$ cat src/rtl/bullet_plotter.sv
// bullet_plotter: scans every bullet slot once per frame and turns position changes into erase/draw pixel writes.
// Optional macro BULLET_PLOTTER_STATS_EN adds a drawn_count output (active slots seen in the last scan).
module bullet_plotter #(
  parameter int         NUM_SLOTS     = 160,
  parameter logic [2:0] BULLET_COLOUR = 3'b111,
  parameter logic [2:0] BG_COLOUR     = 3'b000,
  parameter int         SCREEN_W      = 160,
  parameter int         SCREEN_H      = 120,
  localparam int        IDX_W         = $clog2(NUM_SLOTS)
`ifdef BULLET_PLOTTER_STATS_EN
  , localparam int      CNT_W         = $clog2(NUM_SLOTS + 1)
`endif
) (
  input  logic             clk,
  input  logic             reset,
  input  logic             frame_tick,
  output logic [IDX_W-1:0] slot_sel,
  input  logic [7:0]       slot_x,
  input  logic [6:0]       slot_y,
  input  logic             slot_plot,
  output logic [7:0]       x,
  output logic [6:0]       y,
  output logic [2:0]       colour,
  output logic             writeEn,
  output logic             busy,
  output logic             done,
  output logic             overrun
`ifdef BULLET_PLOTTER_STATS_EN
  , output logic [CNT_W-1:0] drawn_count
`endif
);

  typedef enum logic [2:0] {
    IDLE  = 3'd0,
    FETCH = 3'd1,
    LATCH = 3'd2,
    ERASE = 3'd3,
    DRAW  = 3'd4,
    NEXT  = 3'd5,
    DONE  = 3'd6
  } state_t;

  state_t state;

  logic [7:0]           prev_x [NUM_SLOTS];
  logic [6:0]           prev_y [NUM_SLOTS];
  logic [NUM_SLOTS-1:0] prev_v;

  logic [7:0] lat_x;
  logic [6:0] lat_y;
  logic       lat_v;
  logic       lat_draw;

  logic [7:0] sh_x;
  logic [6:0] sh_y;
  logic       sh_v;
  logic       cur_v;
  logic       moved;
  logic       need_erase;
  logic       need_draw;

  // Compare the pool data for the selected slot with its shadow entry.
  always_comb begin
    sh_x       = prev_x[slot_sel];
    sh_y       = prev_y[slot_sel];
    sh_v       = prev_v[slot_sel];
    cur_v      = slot_plot && (slot_x < 8'(SCREEN_W)) && (slot_y < 7'(SCREEN_H));
    moved      = (slot_x != sh_x) || (slot_y != sh_y);
    need_erase = sh_v && (!cur_v || moved);
    need_draw  = cur_v && (!sh_v || moved);
  end

  // Shadow positions carry no reset; prev_v alone says whether an entry is meaningful.
  always_ff @(posedge clk) begin
    if (state == NEXT) begin
      prev_x[slot_sel] <= lat_x;
      prev_y[slot_sel] <= lat_y;
    end
  end

  // Scan FSM with registered pixel-port and status outputs.
  always_ff @(posedge clk or posedge reset) begin
    if (reset) begin
      state    <= IDLE;
      slot_sel <= '0;
      x        <= 8'd0;
      y        <= 7'd0;
      colour   <= 3'd0;
      writeEn  <= 1'b0;
      busy     <= 1'b0;
      done     <= 1'b0;
      overrun  <= 1'b0;
      prev_v   <= '0;
      lat_x    <= 8'd0;
      lat_y    <= 7'd0;
      lat_v    <= 1'b0;
      lat_draw <= 1'b0;
    end else begin
      writeEn <= 1'b0;
      done    <= 1'b0;
      overrun <= frame_tick && (state != IDLE);
      case (state)
        IDLE: begin
          if (frame_tick) begin
            state    <= FETCH;
            slot_sel <= '0;
            busy     <= 1'b1;
          end
        end
        FETCH: state <= LATCH;
        LATCH: begin
          lat_x    <= slot_x;
          lat_y    <= slot_y;
          lat_v    <= cur_v;
          lat_draw <= need_draw;
          if (need_erase) begin
            state   <= ERASE;
            writeEn <= 1'b1;
            x       <= sh_x;
            y       <= sh_y;
            colour  <= BG_COLOUR;
          end else if (need_draw) begin
            state   <= DRAW;
            writeEn <= 1'b1;
            x       <= slot_x;
            y       <= slot_y;
            colour  <= BULLET_COLOUR;
          end else begin
            state <= NEXT;
          end
        end
        ERASE: begin
          if (lat_draw) begin
            state   <= DRAW;
            writeEn <= 1'b1;
            x       <= lat_x;
            y       <= lat_y;
            colour  <= BULLET_COLOUR;
          end else begin
            state <= NEXT;
          end
        end
        DRAW: state <= NEXT;
        NEXT: begin
          prev_v[slot_sel] <= lat_v;
          if (slot_sel == IDX_W'(NUM_SLOTS - 1)) begin
            state <= DONE;
            done  <= 1'b1;
            busy  <= 1'b0;
          end else begin
            slot_sel <= slot_sel + IDX_W'(1);
            state    <= FETCH;
          end
        end
        DONE: begin
          slot_sel <= '0;
          state    <= IDLE;
        end
        default: state <= IDLE;
      endcase
    end
  end

`ifdef BULLET_PLOTTER_STATS_EN
  logic [CNT_W-1:0] scan_cnt;

  // Count slots holding a visible bullet; publish the total when the scan finishes.
  always_ff @(posedge clk or posedge reset) begin
    if (reset) begin
      scan_cnt    <= '0;
      drawn_count <= '0;
    end else begin
      if (state == IDLE && frame_tick) begin
        scan_cnt <= '0;
      end else if (state == NEXT && lat_v) begin
        scan_cnt <= scan_cnt + CNT_W'(1);
      end
      if (state == DONE) begin
        drawn_count <= scan_cnt;
      end
    end
  end
`endif

endmodule

$ cat config.mk
export PLATFORM = sky130hd
export DESIGN_NAME = bullet_plotter
export DESIGN_NICKNAME = d
export VERILOG_FILES = /design/src/rtl/bullet_plotter.sv
export SDC_FILE = /design/constraint.sdc
export NUM_CORES = 2
export LEC_CHECK = 0
export BUFFER_PORTS_ARGS = -buffer_cell sky130_fd_sc_hd__buf_2
export CORE_MARGIN = 8
export CORE_UTILIZATION = 35
export DETAILED_ROUTE_END_ITERATION = 10
export SLEW_MARGIN = 20
export SYNTH_ARGS = -nofsm -noshare
export SYNTH_HDL_FRONTEND = slang
export SYNTH_SLANG_ARGS = --single-unit
$ cat constraint.sdc
create_clock -name clk -period 7.5 [get_ports clk]
set_clock_uncertainty 0.15 [all_clocks]
set_input_delay 0.375 -clock clk [delete_from_list [all_inputs] [get_ports clk]]
set_output_delay 0.375 -clock clk [all_outputs]
set_load 0.02 [all_outputs]
==> results_dict.tcl <==
set metrics [dict create \
    outcome "finished clean" \
    hold_class "input pin to register" \
    final_cell_mix "edfxtp_1, mux4_2, mux2i_1" \
    port_buffers 48 \
    layout_commonest_cell "edfxtp_1" \
    worstReg2RegEnd "y[4]" \
    timing.critical_path.to "y[4]" \
    ys_seq_area_share_pct 74.7 \
    fillCellCount 25700 \
    hold_violations 0 \
    fin_crit_sh_pct 83.1 \
    period_needed_ps 6230 \
    regArea_um2 77400 \
    cellPowerDensity_nw_per_um2 338 \
    gp_congestion 0.959 \
    synth_seq_cells 2608 \
    r2r_start "slot_sel[0]" \
    multiInputGateArea_um2 24200 \
    reg2reg_depth 14 \
    ys_types 105 \
    post_cts_resized 0 \
    synth_cells 5140 \
    grt_setup_unrepaired "false" \
    place_area_um2 109000 \
    cp-end-kind "register" \
    grt_pass1_wl_mm 421 \
    syn_area_per_cell_um2 20.1 \
    final_layout_size_suffix_gt1_share_pct 26.8 \
    core-area_um2 294000 \
    first_global_vias 53900 \
    grt_overflow 0 \
    leakage_nw 37.9 \
    crit_type "register to register" \
    syn_to_final_growth_pct 14.3 \
    synth_top_area_cell "edfxtp_1" \
    wirelength_mm 299 \
    insertion_delay_ps 940 \
    cts_made_buffers 282 \
    synthesis.nets 5163 \
    die_y_um 560 \
    r2r_setup_slack_ps 1270 \
    final_nets 5520 \
    die_w_um 560 \
    fin_hold_ws_ps 122 \
    hpwl_mm 181 \
    globalRouteTotalUtil_pct 18.5 \
    cts_sinks 2608 \
    cts_max_path_buffers 4 \
    start_util_pct 35.2 \
    avgRoutedWirePerCell_um 31.1 \
    power.total_mw 40.0 \
    num_vias 54600 \
    start_kind "register" \
    cts_htree_levels 5 \
    clk_pin_slew_worst_paths_ps 70 \
    final_cells 9615 \
    synth_flop_cell "edfxtp_1" \
    cts_tree "built" \
    drv_slew 0 \
    tightestPinTransition_ps 1180 \
    required_ps 8170 \
    slew_headroom_pct 21.1 \
    async_reset_ff_share_pct 7.98 \
    dieArea_um2 313000 \
    firstDrtPassIters 6 \
    worstPathMaxFanout 57 \
    row_count 199 \
    ios 49 \
    synth_edf_count 2400 \
    fmax_mhz 160 \
    yosys_warnings 0 \
    netlist_area_um2 104000 \
    drv_cap 0 \
    vdd_ir_drop_max_mv 0.252 \
    vias_per_cell 5.68 \
    drc 0 \
    root_buffer "clkbuf_16" \
    cp.arrival_ps 6910 \
    dp.cells 9109 \
    antenna_found_initial 7 \
    drtIter0Drc 7117 \
    critPathLaunch "slot_sel[0]" \
    fin_setup_tns_ps 0 \
    finalInstanceArea_um2 118000 \
    synth.area.top_cells "edfxtp_1, mux4_2, dfrtp_1" \
    synth_top_area_share_pct 69.6 \
    grt_max_degree 120 \
    setup_violations 0 \
    ant_nets 0 \
]
## synth_stat cells, types with 27 or more instances
master    number
edfxtp_1    2400
buf_12        27
nor2_1       225
buf_2         55
clkbuf_1     119
mux2i_1      366
nand3_1       98
buf_4         32
a21oi_1      114
dfrtp_1      208
mux2_2       178
buf_6         42
mux4_2       439
o21ai_0       39
mux4_1        39
a22oi_1      262
nand2_1       92
## sequential cells by signal, summed over array words and instances (netlist names)
| name | cells |
|---|---|
| prev_x | 1280 |
| prev_y | 1120 |
| prev_v | 160 |
| lat_x | 8 |
| slot_sel | 8 |
| x | 8 |
| lat_y | 7 |
| y | 7 |
| state | 3 |
| busy | 1 |
| colour | 1 |
| done | 1 |
| lat_draw | 1 |
| lat_v | 1 |
| overrun | 1 |
| writeEn | 1 |
## worst min-delay path by stage
stage	from	to	slack [ps]	cells after the start
after floorplan	prev_v[137]	prev_v[137]	320	1
after global placement	prev_v[54]	prev_v[54]	330	1
after detailed placement	prev_v[78]	prev_v[78]	340	1
after CTS	frame_tick	overrun	100	3
after global routing	frame_tick	overrun	110	3
final	frame_tick	overrun	120	3
## per-stage QoR
step                setup slack, ps  util (%)
floorplan                      1290         -
global route                   1180      40.2
finish                         1270      40.2
CTS                            1340      40.2
detailed placement             1340      37.2
global placement               1160      37.2
## routing by layer
metal	routed length, um	vias up	global-route usage (%)
met1	121000	29200	25.5
met4	15100	6	7.83
met3	25800	656	3.82
met5	45	-	0
met2	137000	2766	28.6
li1	-	22000	-
## critical path, stage by stage, from the launching register on
cell and delay (ps):
dfrtp_4 1110, buf_4 420, buf_12 370, mux4_2 570, a22o_1 320, a221oi_1 470
o22ai_1 290, nor3_2 530, mux2i_1 210, a31oi_2 220, nor3_4 80, and3_1 180
a21oi_2 620, a211oi_1 180, o31a_1 330
## area by class of cell
cell class	count	share of cell area (%)
Multi-Input combinational cell	2196	20.4
Sequential cell	2608	65.4
Inverter	20	0.0709
Clock inverter	105	0.794
Clock buffer	373	6.49
Tap cell	3919	4.15
Timing Repair Buffer	389	2.67
Antenna cell	5	0.0106
## power breakdown
group | internal, mW | switching [mW] | total (mW)
Sequential | 18.1 | 1.02 | 19.1
Combinational | 2.62 | 5.04 | 7.66
Clock | 7.72 | 5.51 | 13.2
## cell families (layout without fill, tap and decap cells)
group / after synthesis / count (layout) / synth area share [%]
muxes: 1022 / 1022 / 16.0
other: 0 / 5 / 0
xor gates and xnor gates: 13 / 13 / 0.110
and+or+nand+nor: 533 / 533 / 2.48
buffers and inverters: 336 / 887 / 2.36
DFF: 2608 / 2608 / 74.7
AOI/OAI and AO/OA: 624 / 624 / 4.34
adders and majority gates: 4 / 4 / 0.0484
## timing repair
action                                 4_1_cts  5_1_grt
setup endpoints to repair                    0        0
endpoints found under the hold margin      123        0
hold buffers                                20        0
buffers inserted                             0        0
No activity file was read; power rests on OpenSTA's default activity.
